## src/rtl/prog_loader_mem.sv

```systemverilog
// prog_loader_mem
//   Instruction memory at the far end of the CPU fetch interface. A program is
//   streamed in one byte at a time over a valid/ready load port. The CPU is
//   held in reset while loading and for RST_HOLD cycles afterwards. It is then
//   released, and fetches are answered combinationally from the stored bytes.
//
// Handshake: a byte transfers on a rising edge where load_valid && load_ready.
//   The load_ready output is a decode of the registered state. It never depends
//   on load_valid. A load_start in the same cycle overrides the transfer, so that
//   byte is discarded.
//
// Ports
//   _clk         in   1  system clock, rising edge
//   reset        in   1  asynchronous, active-low reset
//   load_start   in   1  begin a new program load (restarts any load in progress)
//   load_valid   in   1  load_data/load_last valid
//   load_data    in   8  program byte
//   load_last    in   1  final byte of the program
//   load_ready   out  1  byte can be accepted (LOAD state)
//   address      in   8  CPU fetch address
//   instruction  out  8  instruction at address, or FILL
//   cpu_reset    out  1  active-high CPU reset (every state except RUN)
//   load_done    out  1  program loaded and CPU running
//   prog_len     out  9  bytes in the current program
//   err_drop     out  1  sticky: a byte was offered outside LOAD
module prog_loader_mem #(
    parameter int unsigned DEPTH    = 32,
    parameter logic [7:0]  FILL     = 8'h00,
    parameter int unsigned RST_HOLD = 4
) (
    input  logic       _clk,
    input  logic       reset,
    input  logic       load_start,
    input  logic       load_valid,
    input  logic [7:0] load_data,
    input  logic       load_last,
    output logic       load_ready,
    input  logic [7:0] address,
    output logic [7:0] instruction,
    output logic       cpu_reset,
    output logic       load_done,
    output logic [8:0] prog_len,
    output logic       err_drop
);

    localparam int unsigned AW = (DEPTH > 1) ? $clog2(DEPTH) : 1;
    localparam int unsigned HW = (RST_HOLD > 1) ? $clog2(RST_HOLD) : 1;
    localparam logic [HW-1:0] HOLD_LAST = HW'(RST_HOLD - 1);
    localparam logic [8:0]    DEPTH_W   = 9'(DEPTH);

    typedef enum logic [1:0] {
        ST_IDLE = 2'd0,
        ST_LOAD = 2'd1,
        ST_HOLD = 2'd2,
        ST_RUN  = 2'd3
    } state_e;

    state_e        state_q, state_d;
    logic [8:0]    wr_ptr_q, wr_ptr_d;
    logic [8:0]    prog_len_q, prog_len_d;
    logic [HW-1:0] hold_cnt_q, hold_cnt_d;
    logic          err_drop_q, err_drop_d;
    logic          mem_we;
    logic          in_range;

    logic [7:0] mem [DEPTH];

    always_ff @(posedge _clk or negedge reset) begin
        if (!reset) begin
            state_q    <= ST_IDLE;
            wr_ptr_q   <= '0;
            prog_len_q <= '0;
            hold_cnt_q <= '0;
            err_drop_q <= 1'b0;
        end else begin
            state_q    <= state_d;
            wr_ptr_q   <= wr_ptr_d;
            prog_len_q <= prog_len_d;
            hold_cnt_q <= hold_cnt_d;
            err_drop_q <= err_drop_d;
        end
    end

    // Storage has no reset. A prog_len of 0 hides stale contents from the read path.
    always_ff @(posedge _clk) begin
        if (mem_we) begin
            mem[wr_ptr_q[AW-1:0]] <= load_data;
        end
    end

    always_comb begin
        state_d    = state_q;
        wr_ptr_d   = wr_ptr_q;
        prog_len_d = prog_len_q;
        hold_cnt_d = hold_cnt_q;
        err_drop_d = err_drop_q;
        mem_we     = 1'b0;

        if (load_start) begin
            // Restart from any state. A byte offered in the same cycle is
            // discarded and is not reported as a drop.
            state_d    = ST_LOAD;
            wr_ptr_d   = '0;
            prog_len_d = '0;
            hold_cnt_d = '0;
            err_drop_d = 1'b0;
        end else begin
            unique case (state_q)
                ST_LOAD: begin
                    if (load_valid) begin
                        mem_we     = 1'b1;
                        wr_ptr_d   = wr_ptr_q + 9'd1;
                        prog_len_d = prog_len_q + 9'd1;
                        // Filling the last slot ends the load even without load_last.
                        if (load_last || (wr_ptr_q + 9'd1 == DEPTH_W)) begin
                            state_d    = ST_HOLD;
                            hold_cnt_d = '0;
                        end
                    end
                end
                ST_HOLD: begin
                    if (hold_cnt_q == HOLD_LAST) begin
                        state_d = ST_RUN;
                    end else begin
                        hold_cnt_d = hold_cnt_q + HW'(1);
                    end
                end
                default: begin
                end
            endcase
            if (load_valid && (state_q != ST_LOAD)) begin
                err_drop_d = 1'b1;
            end
        end
    end

    assign load_ready = (state_q == ST_LOAD);
    assign cpu_reset  = (state_q != ST_RUN);
    assign load_done  = (state_q == ST_RUN);
    assign prog_len   = prog_len_q;
    assign err_drop   = err_drop_q;

    // The full 8-bit address is compared, so high addresses never alias into memory.
    assign in_range    = (state_q == ST_RUN) && ({1'b0, address} < prog_len_q);
    assign instruction = in_range ? mem[address[AW-1:0]] : FILL;

endmodule

```

## config.mk

```make
export PLATFORM = sky130hd
export DESIGN_NAME = prog_loader_mem
export DESIGN_NICKNAME = d
export VERILOG_FILES = /design/src/rtl/prog_loader_mem.sv
export SDC_FILE = /design/constraint.sdc
export NUM_CORES = 1
export LEC_CHECK = 0
export CORE_MARGIN = 3
export CORE_UTILIZATION = 50
export CTS_CLUSTER_DIAMETER = 120
export DETAILED_ROUTE_END_ITERATION = 16
export GPL_TIMING_DRIVEN = 0
export PLACE_DENSITY = 0.67
export SKIP_CTS_REPAIR_TIMING = 1
export SLEW_MARGIN = 20
export SYNTH_ARGS = -nofsm -noshare
export SYNTH_HDL_FRONTEND = slang
export SYNTH_SLANG_ARGS = --single-unit
```

## constraint.sdc

```tcl
create_clock -name _clk -period 4.8 [get_ports _clk]
set_clock_uncertainty 0.1 [all_clocks]
set_input_delay 0.72 -clock _clk [delete_from_list [all_inputs] [get_ports _clk]]
set_output_delay 0.72 -clock _clk [all_outputs]
set_load 0.005 [all_outputs]
```

Word-level counts from Yosys, hierarchy flattened
Memory sizes are Yosys's and may differ from the RTL's.
Index checks and enable logic that the tools add are counted.
{"block": "word_totals", "register_bits": 23, "ram_bits": 256, "input_bits": 21, "out_inout_bits": 21, "word_cells": 55, "memories": 1}
{"memory": "mem", "depth": 32, "word_bits": 8, "rd": 1, "rd_ports_with_merged_regs": 0, "wr": 1, "line_no": "66", "source": "logic [7:0] mem [DEPTH];"}
{"block": "op_classes", "addsub": 3, "magnitude_cmp": 1, "n_eq_ne": 11, "mux": 24, "n_reduce_logical": 10}
{"operator": "$mux W9", "n": 6}
{"operator": "$add A9 B1 Y9 const B", "n": 2}
{"operator": "$mux W2", "n": 8}
{"operator": "$eq A9 B6 Y1 const B", "n": 1}
{"operator": "$lt A8 B9 Y1", "n": 1}
{"operator": "$ne A3 B3 Y1 const B", "n": 3}
{"operator": "$mux W8", "n": 1}
{"operator": "$pmux W2 S2", "n": 2}
{"operator": "$reduce_and A4 Y1", "n": 2}
{"operator": "$mux W1", "n": 7}
{"operator": "$eq A2 B2 Y1 const B", "n": 3}
{"operator": "$reduce_bool A2 Y1", "n": 3}
{"operator": "$ne A3 B2 Y1 const B", "n": 1}
{"operator": "$reduce_bool A3 Y1", "n": 1}
{"operator": "$add A2 B1 Y2 const B", "n": 1}
{"operator": "$eq A2 B1 Y1 const B", "n": 1}
{"operator": "$logic_and A1 B1 Y1", "n": 2}
{"operator": "$ne A2 B1 Y1 const B", "n": 1}
{"operator": "$ne A2 B2 Y1 const B", "n": 1}
{"operator": "$reduce_and A2 Y1", "n": 1}
{"operator": "$logic_or A1 B1 Y1", "n": 1}

Longest topological paths before layout
Gate-level depths: netlist of run 1.
{"block": "logic_depth", "depth_word": 7, "depth_mapped": 7, "depth_no_buf": 7}

Worst setup path after synthesis of run 1
No wires, ideal clock.
{"block": "synth_path", "path_type": "input to output", "from": "input address[1]", "to": "output instruction[6]", "t_arrival_ns": 2.074, "required_ns": 3.980, "path_slack_ns": 1.906, "cell_stages": 7, "path_buffers": 3, "path_cell_list": "buf_4 buf_2 buf_2 mux4_2 a211oi_1 a21oi_1 a22o_1"}
{"block": "synth_between", "elab_chain_len": 3, "elab_cells_between_ends": 4, "cone_classes": "order compare (1); mux (1); reduce/logical (1); memory (1)"}
{"item": "from (decl)", "line_no": "38", "source": "input logic [7:0] address,"}
{"item": "$lt A8 B9 Y1", "line_no": "144", "source": "assign in_range = (state_q == ST_RUN) && ({1'b0, address} < prog_len_q);"}
{"item": "$logic_and A1 B1 Y1", "line_no": "144"}
{"item": "$mux W8 (*)", "line_no": "145", "source": "assign instruction = in_range ? mem[address[AW-1:0]] : FILL;"}
{"item": "to (decl)", "line_no": "39", "source": "output logic [7:0] instruction,"}
Mark *: on every way between the ends. The rest lies on a longest branch, timed or not.

Final worst setup path of run 1
{"block": "layout_path", "from": "input address[1]", "to": "output instruction[3]"}
The elaborated chain is that of the path after synthesis.

==> flow_summary.ini, run 1 <==
[run]
maxCapViolCount = 0

[timing]
max_clock_freq_mhz = 225.4
relSlewSlack = 0.4506
finalWorstSetupSlack_ns = 0.3630
max_slew.worst_pin.slew_ns = 0.8211
finalHoldViolations = 0
slew_violations = 0
min_period_over_period = 0.9244
grt_setup_unrepaired = no
fin_tns_setup_ns = 0
setup_viol = 0
hold_slack_ns = 0.06537
fin_crit_ns = 4.437

[worst_setup_path]
startpoint = address[1]
cp.buffers_inverters = 5
setup.worst_path.class = in2out
arrival_ns = 3.62
end_kind = output port
slowest_stage = clkdlybuf4s50_1
cp_top_family = buffers and inverters
required_ns = 3.98
start_kind = primary input
path_max_fanout = 10
slowest_delay_ns = 0.49
rr_startpoint = state_q[1]
path_cells = clkdlybuf4s50_1, buf_4, buf_2, buf_2, mux4_2, mux2i_1, a21oi_1, a22o_1, clkdlybuf4s50_1
regToRegSetupSlack_ns = 2.06

[logic_synthesis]
syn-cell-area_um2 = 11690
synth_edf_count = 256
synthCells = 642
ys.warnings.count = 0
synth-main-ff-cell = edfxtp_1
synth_top_family_by_area = multiplexers
synth_most_common_cell = edfxtp_1
synthXorXnorAreaFrac = 0.01049
yosysUniqueCellTypes = 53
synth_fa_ha_area_frac = 0.01499
yosys.area.top_type_share = 0.6578
yosys.area_share.simple = 0.05707
synth-seq-cells = 279
synth_compound_area_frac = 0.04379
synth_area_leaders = edfxtp_1 66%, mux4_2 11%, dfrtp_1 4.9%
syn_avg_cell_area_um2 = 18.20
ys_async_sr_fraction = 0.08244
ys_top_cells_by_count = 256 x edfxtp_1, 58 x mux4_2, 56 x nor2_1, 27 x a21oi_1, 27 x nand2_1
seq_area_frac_synth = 0.7071
yosys-mux-area-fraction = 0.1408
syn-num-nets = 677
yosysTopAreaCell = edfxtp_1

[drt]
detail_route.first_pass.iterations = 7
drt_iter0_markers = 550
via_per_inst = 5.902
drc = 0
num_vias = 6168
routed_wirelength_mm = 25.16
avgRoutedWirePerCell_um = 24.07
ant_nets = 0

[placement]
io_buffers = 39
gp_congestion = 0.8562
post-place-ws_ns = 0.3186
dp_hpwl_mm = 16.21

[grt]
globalRouteTotalUtil = 0.2002
globalRouteOverflowTotal = 0
grt_start_max_net_pins = 33
grt_pass1_vias = 6463
antenna_found_initial = 0
grt_pass1_wl_mm = 38.79

[clock_network]
clock_sinks = 279
clock_path_buffers = 3
clock-root-buffer = clkbuf_16
insertion_delay_ns = 0.53
clkSlewWorstSetupHoldPaths_ns = 0.06
cts.htree.levels = 1
cts_buffers = 28
cts_tree = yes

[floorplanning]
dieArea_um2 = 25240
io_pins = 42
start_util = 0.5130
die_w_um = 158.9
row_count = 55
die_h_um = 158.9
coreArea_um2 = 22780

[pwr]
p_per_area_nw_per_um2 = 391.9
p_leak_nw = 4.401
p_total_w = 0.005241
ir_drop_mv = 0.2296

[worst_hold_path]
holdCritPathClass = in2async

[final_layout]
nNetsFinal = 746
diodes = 0
syn2layout_area_growth_pct = 14.43
n_fill_cell = 1657
drive_above_1_share = 0.1913

[outcome]
status = completed
report_power, final:
| group | internal (W) | total, W | switching, W |
|---|---|---|---|
| Combinational | 0.000134 | 0.000310 | 0.000177 |
| Sequential | 0.00267 | 0.00268 | 0.0000156 |
| Clock | 0.00136 | 0.00225 | 0.000884 |
state kept, by name (all words and copies together) (netlist names):
register / cells
prog_len: 9
state_q: 2
hold_cnt_q: 2
err_drop: 1
wr_ptr_q: 9
mem: 256
per-stage QoR:
stage	instances	util	cell area [um^2]
after floorplan	642	-	11690
after CTS	1045	0.5884	13400
final	1045	0.5871	13370
after global placement	994	0.5474	12470
after detailed placement	994	0.5467	12450
after global routing	1045	0.5871	13370
worst paths after layout:
check	endpoint	depth (start not counted)
setup / recovery	instruction[3]	9
hold / removal	prog_len[8]	1
setup reg to reg	mem[9][1]	4
hold reg to reg	err_drop	2
max in group asynchronous	wr_ptr_q[6]	1
min in group _clk	err_drop	2
worst reg2reg max path: cells and delay by family (launching register included):
kind          cells  cell delay [ns]
simple gates      4             1.82
flops             1             0.45
layout make-up:
cell class,count,area [um^2],share of cell area
well taps,313,391.6,0.02929
flip-flops and latches,279,8263,0.6179
clock buffers,33,740.7,0.05539
multi-input cells,320,3122,0.2334
inverters,12,45.04,0.003368
clock inverters,18,209.0,0.01563
plain buffers,31,256.5,0.01918
repair buffers,39,345.3,0.02582
placed cells by master (no fill, tap or decap), drive strengths merged, types with 12 or more instances in the layout:
cell	netlist	final
ha	14	14
nor2b	20	20
buf	17	26
inv	12	12
nand2	27	27
clkinv	0	13
a21oi	27	27
edfxtp	256	256
mux2i	17	17
clkdlybuf4s50	0	30
dfrtp	23	23
a211oi	17	17
nor2	56	56
clkbuf	14	47
mux4	64	64
kinds of logic (layout without fill, tap and decap cells):
kind of cell,count (synthesis),count (layout)
xor+xnor,14,14
fa+ha+maj,14,14
mux,82,82
buf+inv,43,133
flops,279,279
compound gates,73,73
simple gates,137,137
metal layers:
metal,part of all wire,track usage,wire length [um]
met1,0.42,0.2842,10660
met2,0.49,0.3244,12220
met3,0.061,0.03183,1534
met4,0.030,0.06208,744
met5,0,0,0
(Power assumes the default switching activity.)
==> run 2: changes to the inputs <==
SLEW_MARGIN = not set   (was 20)
==> run 2 against run 1 <==
Against the previous run: design area rose by 0.41%; highest routed layer unchanged; flip-flop and latch count did not move; combinational power hardly changed; hold slack better by 0.36 ns; sequential share of layout area down 0.25 points; setup slack worse by 0.037 ns; die area unchanged.
==> flow_summary.ini, run 2 (synthesized netlist as in run 1, its figures left out) <==
[floorplanning]
dieArea_um2 = 25240
die_w_um = 158.9
die_h_um = 158.9
io_pins = 42
row_count = 55
start_util = 0.5130
coreArea_um2 = 22780

[run]
maxCapViolCount = 0

[outcome]
status = completed

[worst_setup_path]
start_kind = primary input
slowest_delay_ns = 0.49
path_cells = clkdlybuf4s50_1, buf_4, buf_2, buf_2, mux4_2, mux2i_1, a21oi_1, a22o_1, clkdlybuf4s50_1
reg2reg_depth = 4
required_ns = 3.98
path_max_fanout = 10
slowest_stage = clkdlybuf4s50_1
startpoint = address[1]
end_kind = output port
rr_startpoint = state_q[1]
setup.worst_path.class = in2out
reg2reg_to = mem[9][3]
cp-endpoint = instruction[3]
regToRegSetupSlack_ns = 2.12
arrival_ns = 3.65

[placement]
io_buffers = 39
placed_cell_area_um2 = 12470
dp_hpwl_mm = 16.19
gp_congestion = 0.8562

[drt]
drt_iter0_markers = 548
routed_wirelength_mm = 25.08
via_per_inst = 5.837
avgRoutedWirePerCell_um = 23.98
detail_route.first_pass.iterations = 5
ant_nets = 0
drc = 0
num_vias = 6106

[grt]
globalRouteTotalUtil = 0.2003
grt_start_max_net_pins = 33
globalRouteOverflowTotal = 0
grt_pass1_vias = 6420
grt_pass1_wl_mm = 38.83
antenna_found_initial = 0

[timing]
slew_violations = 0
fin_tns_setup_ns = 0
min_period_over_period = 0.9320
finalHoldViolations = 0
grt_setup_unrepaired = no
setup_viol = 0
max_slew.worst_pin.slew_ns = 1.326
relSlewSlack = 0.1133
max_clock_freq_mhz = 223.5
fin_crit_ns = 4.474

[pwr]
p_total_w = 0.005254
p_leak_nw = 4.402
ir_drop_mv = 0.2176
p_per_area_nw_per_um2 = 391.3

[final_layout]
design_area_um2 = 13430
largest_reg_flops = 256
final_common_cell = edfxtp_1
diodes = 0
syn2layout_area_growth_pct = 14.90
final_cell_mix = 256 x edfxtp_1, 58 x mux4_2, 56 x nor2_1, 38 x clkdlybuf4s50_1, 28 x clkbuf_16
nNetsFinal = 746
drive_above_1_share = 0.1869

[clock_network]
clock-root-buffer = clkbuf_16
clock_sinks = 279
cts_tree = yes
insertion_delay_ns = 0.55
clkSlewWorstSetupHoldPaths_ns = 0.06
clock_path_buffers = 3
cts_buffers = 28
cts.htree.levels = 1

[worst_hold_path]
holdCritPathClass = reg2reg
run 2: cell count changes in the layout (fill, tap and decap cells not counted), sizes merged:
| cell | change |
|---|---|
| clkdlybuf4s50 | +8 |
| buf | -8 |
| clkinv | -3 |
| clkinvlp | +2 |
| inv | +1 |
| bufinv | -1 |
| clkbuf | +2 |
run 2: worst min-delay path by stage:
stage,startpoint,depth (start not counted),slack [ns],to
floorplan,reset,0,0.32,err_drop
global placement,err_drop,2,0.39,err_drop
detailed placement,err_drop,2,0.41,err_drop
CTS,err_drop,2,0.42,err_drop
global route,err_drop,2,0.47,err_drop
finish,err_drop,2,0.42,err_drop
run 2: stage by stage:
stage / util / worst slack, ns / hold slack, ns / instances
2_1_floorplan: - / 1.906 / 0.3244 / 642
3_3_place_gp: 0.5474 / 0.3550 / 0.3856 / 994
3_5_place_dp: 0.5474 / 0.3186 / 0.4087 / 994
4_1_cts: 0.5897 / 0.3187 / 0.4249 / 1046
5_1_grt: 0.5895 / 0.2311 / 0.4740 / 1046
6_report: 0.5895 / 0.3264 / 0.4225 / 1046
run 2: area by class of cell:
class | count | area, um^2
fill | 1682 | 9350
sequential | 279 | 8263
multi-input combinational | 320 | 3122
clock buffer | 35 | 757.0
tap | 313 | 391.6
timing repair buffer | 39 | 385.4
buffer | 31 | 256.5
clock inverter | 17 | 207.7
inverter | 12 | 45.04
run 2: layer usage:
metal	vias up	GRT usage	share of wire
met3	57	0.02922	0.062
met5	-	0	0
met4	0	0.07481	0.034
li1	2700	-	-
met2	224	0.3193	0.48
met1	3125	0.2852	0.42
run 2: power by group:
group / internal (W) / total (W) / switching [W]
Sequential: 0.00267 / 0.00268 / 0.0000155
Combinational: 0.000137 / 0.000313 / 0.000176
Clock: 0.00134 / 0.00226 / 0.000918
Total: 0.00415 / 0.00525 / 0.00111
run 2: critical path, delay by kind of cell:
family,cells,cell delay (ns)
buf+inv,5,1.82
mux,2,0.69
compound gates,2,0.40
